--- config.mk ---
export PLATFORM = sky130hd
export DESIGN_NAME = serial_seq_tx
export DESIGN_NICKNAME = d
export VERILOG_FILES = /design/src/rtl/serial_seq_tx.sv
export SDC_FILE = /design/constraint.sdc
export NUM_CORES = 1
export LEC_CHECK = 0
export CAP_MARGIN = 0
export CORE_ASPECT_RATIO = 1.2
export CORE_MARGIN = 2
export CORE_UTILIZATION = 52
export DETAILED_ROUTE_END_ITERATION = 16
export PLACE_DENSITY_LB_ADDON = 0.2
export SLEW_MARGIN = 20
export SYNTH_ARGS = -nofsm -noshare
export SYNTH_HDL_FRONTEND = slang
export SYNTH_SLANG_ARGS = --single-unit
--- constraint.sdc ---
create_clock -name clk -period 4.2 [get_ports clk]
set_input_delay 1.26 -clock clk [delete_from_list [all_inputs] [get_ports clk]]
set_output_delay 1.26 -clock clk [all_outputs]
set_load 0.03 [all_outputs]
--- src/rtl/serial_seq_tx.sv ---
// Serial stimulus transmitter: frames a WIDTH-bit word with a downstream reset
// pulse, then shifts it out MSB-first with optional per-cycle hold.
module serial_seq_tx #(
    parameter int WIDTH      = 32,
    parameter int RST_CYCLES = 1
) (
    input  logic                     clk,
    input  logic                     rst,
    input  logic                     load_valid,
    input  logic [WIDTH-1:0]         load_data,
    output logic                     load_ready,
    input  logic                     hold,
    output logic                     seq_rst,
    output logic                     x_out,
    output logic                     x_valid,
    output logic                     busy,
    output logic                     done,
    output logic [$clog2(WIDTH)-1:0] bit_idx
);

    localparam int IDXW = $clog2(WIDTH);
    localparam int CNTW = $clog2(RST_CYCLES + 1);
    localparam logic [IDXW-1:0] LAST_IDX = IDXW'(WIDTH - 1);
    localparam logic [CNTW-1:0] CNT_LAST = CNTW'(RST_CYCLES - 1);

    typedef enum logic [1:0] {
        IDLE,
        RSTP,
        SHIFT,
        DONE
    } state_e;

    state_e            state_q, state_d;
    logic [WIDTH-1:0]  shreg_q, shreg_d;
    logic [CNTW-1:0]   cnt_q, cnt_d;
    logic [IDXW-1:0]   bit_idx_q, bit_idx_d;

    always_ff @(posedge clk) begin
        if (!rst) begin
            state_q   <= IDLE;
            shreg_q   <= '0;
            cnt_q     <= '0;
            bit_idx_q <= '0;
        end else begin
            state_q   <= state_d;
            shreg_q   <= shreg_d;
            cnt_q     <= cnt_d;
            bit_idx_q <= bit_idx_d;
        end
    end

    // The bit on x_out is always shreg_q[WIDTH-1]; bit_idx stops at 0 so it cannot wrap.
    always_comb begin
        state_d   = state_q;
        shreg_d   = shreg_q;
        cnt_d     = cnt_q;
        bit_idx_d = bit_idx_q;
        case (state_q)
            IDLE: begin
                if (load_valid) begin
                    shreg_d = load_data;
                    cnt_d   = '0;
                    state_d = RSTP;
                end
            end
            RSTP: begin
                if (cnt_q == CNT_LAST) begin
                    bit_idx_d = LAST_IDX;
                    state_d   = SHIFT;
                end else begin
                    cnt_d = cnt_q + CNTW'(1);
                end
            end
            SHIFT: begin
                if (!hold) begin
                    if (bit_idx_q == '0) begin
                        state_d = DONE;
                    end else begin
                        shreg_d   = shreg_q << 1;
                        bit_idx_d = bit_idx_q - IDXW'(1);
                    end
                end
            end
            DONE: begin
                state_d = IDLE;
            end
            default: begin
                state_d = IDLE;
            end
        endcase
    end

    // Outputs decode registered state only; load_ready is additionally masked during reset.
    assign load_ready = rst && (state_q == IDLE);
    assign seq_rst    = (state_q == RSTP);
    assign x_valid    = (state_q == SHIFT);
    assign x_out      = (state_q == SHIFT) && shreg_q[WIDTH-1];
    assign busy       = (state_q != IDLE);
    assign done       = (state_q == DONE);
    assign bit_idx    = bit_idx_q;

endmodule
==> key figures <==
STA
  – Max Clock Skew: 0.00504 ns
  – Setup_tns: 0 ns
  – Finish-stage setup viols: 0
  – Worst-Margin Slew: 0.555 ns
  – Slew Viols, Final: 0
  – Hold Violations, Final: 0
  – Slew headroom: 63.0%
  – RSZ-0062 raised after global routing: no
  – Period utilisation layout: 82.3%
  – Fin crit period: 3.46 ns
  – Fmax: 289 MHz
  – Hold Slack: 0.507 ns
  – Setup WS post-layout: 0.742 ns

Route
  – Vias/cell: 5.70
  – TritonRoute pass-1 iters: 4
  – DR WL met2: 2260 um
  – Avg WL per Cell: 14.8 um
  – Final wirelength: 4100 um
  – Initial DRC Count: 57
  – Via count: 1,572
  – DR WL met3: 218 um
  – DR top layer: met4
  – Drt drc: 0
  – Routed Antenna Nets: 0
  – M1 WL: 1580 um

Worst setup path
  – Cell Chain, Critical Path: clkdlybuf4s50_1 -> inv_1 -> nor2_1 -> buf_4
  – Top cell family by delay on the critical path: buffers and inverters
  – CP Class: in2out
  – Setup crit start kind: input port
  – Crit Path Max Fanout: 7
  – Setup crit end kind: primary output
  – Crit path buf inv count: 3
  – RR Startpoint: state_q[0]$_SDFFE_PN0P_
  – WP data required: 2.94 ns
  – Worst EP arrival: 2.20 ns
  – CP max stage delay: 0.48 ns
  – Critical path launch point: rst
  – Slowest CP cell: clkdlybuf4s50_1

Global route
  – GRT Util Overall: 20.6%
  – Initial antenna violation count: 0
  – Vias in the first global route: 1,461
  – Pin count of the biggest net entering global routing: 64
  – First-pass GRT wire length: 6310 um
  – Gr ovfl total: 0

Clocking
  – PostCTS Resize Cnt: 0
  – CTS max path bufs: 2
  – CTS sink count: 39
  – H-tree levels: 2
  – Worst-path clk slew: 0.07 ns
  – Hold buffer count at cts: 0
  – Num CTS Buffers: 5
  – CTS tree: built
  – Post-CTS setup buffers: 0
  – Clock Latency Late Sink: 0.29 ns
  – Root buf cell: clkbuf_8

Floorplan
  – Starting Density: 54.6%
  – Die W: 58.1 um
  – Core area: 3340 um^2
  – Die ar.: 4000 um^2
  – Chip Height: 68.9 um
  – Io pins: 47
  – Row count: 23

Placed design
  – Dpl hpwl: 2920 um
  – Dpl cells: 268
  – Routability cong.: 0.762
  – Dpl ws: 0.748 ns
  – # port buffers: 46

Pwr
  – VDD IR max: 0.526 mV
  – Total power: 1.78 mW
  – Leak: 0.887 nW
  – PD cells: 742 nW/um^2

Final layout
  – Antenna Diode Count: 0
  – Fin cells: 276
  – Syn-to-layout area delta: 31.7%
  – Filler Cells Inserted: 267
  – Final nets: 280
  – Layout cells sized above 1: 6.69%

Outcome
  – Outcome: finished, final reports clean

Synthesis
  – Synth Flop Type: dfxtp_1
  – Post-synth top area cell: dfxtp_1
  – Post-synth top cells: 39 x dfxtp_1, 35 x a21oi_1, 31 x mux2i_1, 28 x o21ai_1, 9 x buf_2
  – Synthesis-stage register bit count: 39
  – Synth Net Count: 238
  – Sequential fraction of the synthesis area: 42.8%
  – Most numerous cell in the Yosys netlist: dfxtp_1
  – Synth warnings: 0
  – Post-synth EDFFs: 0
  – Post-synthesis average cell area: 9.31 um^2
  – Cell variety after synth: 29
  – Cell area after synthesis: 1820 um^2
  – Post-synth ARST share: 0%
  – Ranking of synthesized cells by area: dfxtp_1 43%, mux2i_1 17%, a21oi_1 9.6%, o21ai_1 7.7%, ha_1 4.1%
  – Synth Instances: 196
  – Yosys top cell area share: 42.8%

Flow run
  – Max Cap Viol: 0

Hold path
  – Hold path start: shreg_q[0]$_SDFFE_PN0P_
  – Min-delay worst type: reg2reg
[power breakdown]
part           total (mW)  leakage (nW)  internal, mW  switching (mW)
sequential          0.622         0.323         0.518           0.103
combinational       0.850         0.506         0.361           0.489
clock               0.312        0.0581         0.177           0.135
[cells in the final DEF (no fill, tap or decap), types with 4 or more instances in the layout]
cell type / count
nor2_1: 4
o21ai_1: 28
clkdlybuf4s50_1: 45
buf_4: 4
o21ai_0: 6
mux2i_1: 31
ha_1: 5
inv_1: 7
a21oi_1: 35
dfxtp_1: 39
clkbuf_8: 5
[worst paths after layout]
check | cells past startpoint | to | slack (ns)
worst max-delay path | 4 | load_ready | 0.74
worst min-delay path | 2 | shreg_q[0]$_SDFFE_PN0P_ | 0.51
worst max register to register | 7 | shreg_q[10]$_SDFFE_PN0P_ | 2.02
worst min register to register | 2 | shreg_q[0]$_SDFFE_PN0P_ | 0.51
[worst register-to-register path: cells and delay by family (launching register included)]
| kind | cells | cell delay [ns] |
|---|---|---|
| and+or+nand+nor | 1 | 0.24 |
| adders and majority gates | 1 | 0.37 |
| AOI/OAI and AO/OA | 3 | 0.51 |
| buffers and inverters | 2 | 0.62 |
| DFF | 1 | 0.35 |
[per-stage QoR]
stage	cell area, um^2	util, %
5_1_grt	2400	72.0
3_5_place_dp	2290	68.6
2_1_floorplan	1820	-
6_report	2400	72.0
3_3_place_gp	2290	68.6
4_1_cts	2400	72.0
[per-layer routing]
layer / global-route usage, % / vias to the layer above
li1: - / 802
met1: 22.1 / 728
met2: 37.8 / 38
met3: 6.34 / 4
met4: 8.43 / 0
met5: 0 / -
[final cells by class]
class                   count  area [um^2]  area share (%)
multi-input cells         136          956            39.8
clock inverters             3         43.8            1.82
inverters                   7         26.3            1.09
clock buffers               5         68.8            2.86
repair buffers             49          480            20.0
flip-flops and latches     39          781            32.5
well taps                  37         46.3            1.93
[logic make-up after synthesis]
logic type,Yosys count,synth area share [%]
adder cells (fa/ha/maj),6,4.12
AO/OA/AOI/OAI,78,23.7
buffers and inverters,21,4.94
AND/OR/NAND/NOR,21,7.48
multiplexers,31,17.0
flip-flops,39,42.8
[flip-flops by register name (all words and copies together), names as in the netlist]
signal,count
bit_idx,5
shreg_q,32
state_q,2
Power figures use the tool's default switching activity.
